[src/rtl/fetch_stage.sv]
// fetch_stage -- instruction fetch stage with IF/ID pipeline register.
//
// Holds the program counter, presents it to instruction memory and captures
// the returned instruction into the IF/ID register. Execute can redirect the
// PC; a redirect flushes the instruction fetched in the same cycle. A redirect
// to a non word-aligned target is fatal: it is recorded and the stage halts
// until reset.
//
// Ports:
//   clk         clock, all state updates on the rising edge
//   rst_n       asynchronous active-low reset
//   PCSrc       redirect request from execute
//   PCTarget    redirect address, valid when PCSrc=1
//   StallF      hazard-unit stall, holds PCF and IF/ID
//   PCF         current fetch address to instruction memory
//   InstrF      instruction memory read data for PCF (same cycle)
//   InstrD      IF/ID instruction
//   PCD         IF/ID instruction address
//   PCPlus4D    IF/ID instruction address + 4
//   ValidD      IF/ID holds a real, non-flushed instruction
//   MisalignErr sticky misaligned-redirect flag
//   MisalignPC  offending redirect target
module fetch_stage #(
    parameter int                    DATA_WIDTH = 32,
    parameter logic [DATA_WIDTH-1:0] RESET_PC   = '0
) (
    input  logic                  clk,
    input  logic                  rst_n,
    input  logic                  PCSrc,
    input  logic [DATA_WIDTH-1:0] PCTarget,
    input  logic                  StallF,
    output logic [DATA_WIDTH-1:0] PCF,
    input  logic [DATA_WIDTH-1:0] InstrF,
    output logic [DATA_WIDTH-1:0] InstrD,
    output logic [DATA_WIDTH-1:0] PCD,
    output logic [DATA_WIDTH-1:0] PCPlus4D,
    output logic                  ValidD,
    output logic                  MisalignErr,
    output logic [DATA_WIDTH-1:0] MisalignPC
);

    // addi x0, x0, 0 -- the bubble placed in IF/ID on flush and reset
    localparam logic [DATA_WIDTH-1:0] NOP = DATA_WIDTH'(32'h0000_0013);

    typedef enum logic [1:0] {
        BOOT = 2'd0,
        RUN  = 2'd1,
        HALT = 2'd2
    } state_t;

    state_t                state, state_nxt;
    logic [DATA_WIDTH-1:0] pc_nxt;
    logic [DATA_WIDTH-1:0] instr_nxt;
    logic [DATA_WIDTH-1:0] pcd_nxt;
    logic [DATA_WIDTH-1:0] pcplus4_nxt;
    logic                  valid_nxt;
    logic                  err_nxt;
    logic [DATA_WIDTH-1:0] errpc_nxt;
    logic [DATA_WIDTH-1:0] pc_plus4;
    logic                  misaligned;

    // Wraps modulo 2^DATA_WIDTH by construction
    assign pc_plus4   = PCF + DATA_WIDTH'(4);
    assign misaligned = (PCTarget[1:0] != 2'b00);

    always_ff @(posedge clk or negedge rst_n) begin
        if (!rst_n) begin
            state <= BOOT;
        end else begin
            state <= state_nxt;
        end
    end

    // Next-state and next-register values. A redirect outranks a stall; in
    // BOOT the stall is ignored and the PC is not advanced, so the reset
    // address is captured into IF/ID while PCF stays put for one more cycle.
    always_comb begin
        state_nxt   = state;
        pc_nxt      = PCF;
        instr_nxt   = InstrD;
        pcd_nxt     = PCD;
        pcplus4_nxt = PCPlus4D;
        valid_nxt   = ValidD;
        err_nxt     = MisalignErr;
        errpc_nxt   = MisalignPC;

        case (state)
            BOOT, RUN: begin
                if (PCSrc) begin
                    instr_nxt   = NOP;
                    pcd_nxt     = '0;
                    pcplus4_nxt = '0;
                    valid_nxt   = 1'b0;
                    if (misaligned) begin
                        err_nxt   = 1'b1;
                        errpc_nxt = PCTarget;
                        state_nxt = HALT;
                    end else begin
                        pc_nxt    = PCTarget;
                        state_nxt = RUN;
                    end
                end else if (state == BOOT || !StallF) begin
                    instr_nxt   = InstrF;
                    pcd_nxt     = PCF;
                    pcplus4_nxt = pc_plus4;
                    valid_nxt   = 1'b1;
                    state_nxt   = RUN;
                    if (state == RUN) begin
                        pc_nxt = pc_plus4;
                    end
                end
            end
            HALT: begin
                state_nxt = HALT;
            end
            default: begin
                state_nxt = BOOT;
            end
        endcase
    end

    always_ff @(posedge clk or negedge rst_n) begin
        if (!rst_n) begin
            PCF         <= RESET_PC;
            InstrD      <= NOP;
            PCD         <= '0;
            PCPlus4D    <= '0;
            ValidD      <= 1'b0;
            MisalignErr <= 1'b0;
            MisalignPC  <= '0;
        end else begin
            PCF         <= pc_nxt;
            InstrD      <= instr_nxt;
            PCD         <= pcd_nxt;
            PCPlus4D    <= pcplus4_nxt;
            ValidD      <= valid_nxt;
            MisalignErr <= err_nxt;
            MisalignPC  <= errpc_nxt;
        end
    end

endmodule

[config.mk]
export PLATFORM = sky130hd
export DESIGN_NAME = fetch_stage
export DESIGN_NICKNAME = d
export VERILOG_FILES = /design/src/rtl/fetch_stage.sv
export SDC_FILE = /design/constraint.sdc
export NUM_CORES = 1
export LEC_CHECK = 0
export BUFFER_PORTS_ARGS = -buffer_cell sky130_fd_sc_hd__buf_2
export CAP_MARGIN = 20
export CORE_MARGIN = 8
export CORE_UTILIZATION = 48
export CTS_CLUSTER_SIZE = 40
export DETAILED_ROUTE_END_ITERATION = 8
export PLACE_DENSITY = 0.84
export SETUP_SLACK_MARGIN = 0.1
export SYNTH_ARGS = -nofsm -noshare
export SYNTH_HDL_FRONTEND = slang
export SYNTH_SLANG_ARGS = --single-unit
[constraint.sdc]
create_clock -name clk -period 2.1 [get_ports clk]
set_clock_uncertainty 0.15 [all_clocks]
set_input_delay 0.21 -clock clk [delete_from_list [all_inputs] [get_ports clk]]
set_output_delay 0.21 -clock clk [all_outputs]
set_load 0.02 [all_outputs]
Yosys cells after proc, flatten, opt, wreduce, memory -nomap -nowiden
Index checks and enable logic that the tools add are counted.

Bits in latches: 0. Register bits: 164. Bits in read-only memories: 0. Memories kept: 0. Logic and storage cells: 39. RAM bits: 0. Bits of input ports: 68.

Magnitude comparators: 0. Equality and inequality tests: 4. Add/sub/neg operators: 1. Mux-type cells: 16. Bitwise logic cells: 0. Shift operators: 0. $mul: 0. Divide/modulo/power cells: 0. Reductions and logical operators: 10.

Operators with widths (number): $mux 32 (10); $add 32x3->32 const B (1); $mux 2 (3); $reduce_bool 2->1 (3); $pmux 2 s2 (1); $reduce_and 4->1 (1); $ne 3x3->1 const B (1); $reduce_and 3->1 (1); $eq 2x1->1 const B (1); $eq 2x2->1 const B (1); $logic_not 2->1 (1); $mux 1 (2); $ne 2x2->1 const B (1); $reduce_and 2->1 (1); $reduce_or 2->1 (1); $logic_not 1->1 (1); $logic_or 1x1->1 (1).

Logic depth before layout (Yosys ltp)
Depth after elaboration: 5. Gate-level depth with buffers: 8.

Least setup slack after synthesis
No wires, ideal clock.

Path kind: register to register. Start: reg PCF[2]. End: reg PCF[20]. Cell stages (with the launch flop): 7. Slack: 0.038 ns. Library setup time: 0.121 ns. Arrival: 1.791 ns. Required time: 1.829 ns. Period minus slack after synthesis: 2.062 ns. Path through: dfrtp_1 ha_1 nand2_1 or2_2 nor3_1 a31oi_1 o22a_1.

Cells in the longest elaborated chain, start to end: 4.

Ends and longest elaborated chain: from (decl) (line 32) `output logic [DATA_WIDTH-1:0] PCF,`; from (signal assigned) (line 132) `PCF <= pc_nxt;`; $add 32x3->32 (line 63) `assign pc_plus4 = PCF + DATA_WIDTH'(4);`; $mux 32 (line 108) `if (state == RUN) begin`; $mux 32 (line 102) `end else if (state == BOOT || !StallF) begin`; $mux 32 (line 89) `if (PCSrc) begin`.

No other way between the ends. The select of a mux whose other input is x is not followed. A chain may end at the register's enable or synchronous reset.

Worst setup path in the final report
Start: reg PCF[16]. End: reg PCPlus4D[28].

Cells in the longest elaborated chain, start to end: 3.

Ends and longest elaborated chain: $add 32x3->32 (line 63); $mux 32 (line 102); $mux 32 (line 89); to (signal assigned) (line 135) `PCPlus4D <= pcplus4_nxt;`; to (decl) (line 36) `output logic [DATA_WIDTH-1:0] PCPlus4D,`.

No other way between the ends. The select of a mux whose other input is x is not followed.

==> flow_summary.yaml <==
timing:
  timing.fmax_mhz: 514
  fin_ws_ns: 0.155
  timing.final.crit_share_pct: 92.6
  max_slew.worst_pin.slew_ns: 0.720
  min_period_ns: 1.94
  max-slew-margin-rel_pct: 52.0
  finalHoldViolations: 0
  setup-tns-final_ns: 0
  grt_setup_unrepaired: "true"
  holdWs_ns: 0.181
  slew_violations: 0
  setup_viol: 0
synthesis:
  synth_warnings: 0
  synth_edf_count: 0
  syn_area_per_cell_um2: 10.4
  synth_top_cell_by_area: "dfrtp_1"
  yosysTopAreaCellShare_pct: 54.9
  ys.flop_type: "dfrtp_1"
  synthArstFlopShare_pct: 100
  synth-seq-cells: 162
  yosysSeqAreaShare_pct: 56.0
  syn_area_um2: 7240
  syn_nets: 763
  syn_inst: 694
  synthDistinctLibCells: 58
  yosysMostFrequentCell: "dfrtp_1"
  ys_top_cells_by_area: "dfrtp_1, nand2_1, o21ai_0, mux2_2, a22o_1"
  synth_commonest_cells: "dfrtp_1, nand2_1, o21ai_0, mux2_2, clkbuf_1"
clock_network:
  cts_root_buf: "clkbuf_16"
  clkTransAtPathRegs_ns: 0.06
  cts_tree: "yes"
  clk_latency_ns: 0.42
  htreeDepth: 4
  clk_path_buf_depth: 2
  clock_sinks: 162
  numCtsBuffers: 17
critical_path:
  slowest_stage: "dfrtp_1"
  r2r_setup_slack_ns: 0.16
  worst_setup_path_end_kind: "flop"
  worstPathArrival_ns: 2.10
  worstSetupEndpoint: "PCPlus4D[28]$_DFFE_PN0P_"
  criticalPathCategory: "flop to flop"
  crit_cells: 6
  r2r_start: "PCF[16]$_DFFE_PN0P_"
  required_ns: 2.25
  rr_worst_depth: 6
  crit_path_max_fanout: 11
  cpLargestDelayFamily: "simple AND/OR/NAND/NOR gates"
  critPathMaxStageDelay_ns: 0.45
  timing.rr.end: "PCPlus4D[28]$_DFFE_PN0P_"
  crit_path_start: "PCF[16]$_DFFE_PN0P_"
  crit_buf_inv: 1
  path_cells: "and2_1, and4_4, buf_4, nand4_1, xnor2_1, a22o_1"
  start_kind: "flop"
outcome:
  status: "finished, final reports clean"
power_and_ir_drop:
  peakVddDrop_mv: 0.848
  powerDensity_nw_per_um2: 1540
  power_mw: 15.5
  p_leak_nw: 4.87
die:
  ios: 230
  start_util_pct: 48.4
  fp.dieW_um: 139
  fp.dieH_um: 139
  core-area_um2: 15000
  die-area_um2: 19300
  num_rows: 45
global_route:
  grt_remaining_overflow: 0
  antenna_found_initial: 0
  grt_pass1_vias: 6890
  grt_pass1_wl_um: 37400
  grt_usage_pct: 24.3
  grt_max_degree: 166
finish:
  layout-drive-gt1-share_pct: 36.3
  synthToLayoutAreaGrowth_pct: 38.8
  fin_nets: 1063
  stdcell_area_um2: 10100
  diodes: 0
  fin_cells: 1195
  final_util_pct: 67.1
  n_fill_cell: 1108
  regArea_um2: 4060
  multi_input_area_um2: 2970
placed_design:
  gp_congestion: 0.859
  place_inst: 1094
  portBuffers: 229
  place_hpwl_um: 15700
  place_area_um2: 8770
  place_worst_setup_slack_ns: 0.00469
min_path:
  hold_class: "input pin to asynchronous set/reset pin"
routing:
  wire_per_inst_um: 19.5
  dr.pass1.iters: 7
  wirelength_um: 23300
  drtIter0Drc: 705
  via_per_inst: 5.55
  antenna_left: 0
  drc_errors: 0
  via_count: 6628
run:
  maxCapViolCount: 0
==> power by group <==
| part | switching (mW) | internal, mW |
|---|---|---|
| logic | 4.47 | 2.57 |
| clock network | 1.23 | 1.78 |
| registers | 0.969 | 4.51 |
| total | 6.68 | 8.86 |
==> per-layer routing <==
layer | vias to the layer above | share of wire (%) | GRT usage, % | wire length (um)
li1 | 3033 | - | - | -
met1 | 3234 | 41 | 29.0 | 9500
met2 | 299 | 48 | 39.3 | 11200
met3 | 62 | 7.7 | 7.75 | 1800
met4 | 0 | 3.5 | 11.2 | 814
met5 | - | 0 | 0 | 0
==> placed cells by master (no fill, tap or decap), types with 4 or more instances in the layout <==
cell type      instances
a21oi_1               15
a22o_1                23
a22oi_1                8
a2bb2oi_1              9
a31oi_1                5
and3_1                12
and4_1                 4
buf_12                 6
buf_2                228
buf_4                 35
clkbuf_1               5
clkbuf_16             17
clkinvlp_4             5
dfrtp_1              156
dlygate4sd3_1         67
inv_1                  4
mux2_2                31
nand2_1              148
nand3_1                8
nand4_2                4
nor2_1                19
o21a_1                 6
o21ai_0               72
o22a_1                 6
o22ai_1               12
o31ai_1               10
o31ai_2                4
xnor2_1               13
xor2_1                15
==> sequential cells by signal, summed over array words and instances, names as in the netlist <==
register     cells
InstrD          32
MisalignPC      32
PCD             32
PCF             32
PCPlus4D        30
state            2
MisalignErr      1
ValidD           1
==> worst register-to-register path, cell delays in order, from the launching register on <==
cell and delay, ns:
dfrtp_1 0.45, and2_1 0.23, and4_4 0.34, buf_4 0.14
nand4_1 0.15, xnor2_1 0.16, a22o_1 0.21
==> repair_timing <==
action | 4_1_cts | 5_1_grt
pin swaps | 0 | 3
resized for setup | 3 | 6
hold endpoints to repair | 130 | 0
setup endpoints to repair | 26 | 26
hold buffers | 67 | 0
setup buffers | 0 | 2
==> worst min-delay path by stage <==
stage / from / endpoint / cells past startpoint
2_1_floorplan: rst_n / InstrD[10]$_DFFE_PN0P_ / 0
3_3_place_gp: rst_n / MisalignPC[0]$_DFFE_PN0P_ / 1
3_5_place_dp: rst_n / MisalignPC[24]$_DFFE_PN0P_ / 1
4_1_cts: PCSrc / ValidD$_DFFE_PN0P_ / 3
5_1_grt: PCSrc / ValidD$_DFFE_PN0P_ / 3
6_report: rst_n / PCPlus4D[28]$_DFFE_PN0P_ / 2
==> cells by family after synthesis <==
kind of cell,Yosys count,share of synthesized area (%)
AOI/OAI and AO/OA,180,16.4
xor gates and xnor gates,28,3.39
adders and majority gates,1,0.173
buffers and inverters,61,3.70
DFF,162,56.0
muxes,32,4.96
and+or+nand+nor,230,15.3
==> cell type report <==
type                    instances  area share [%]
flip-flops and latches        162            40.4
well taps                     188            2.34
clock buffers                  23            4.55
multi-input cells             471            29.5
clock inverters                 9            1.07
repair buffers                337            21.9
inverters                       5           0.187
Note: power is estimated with default switching activity, not from simulation.
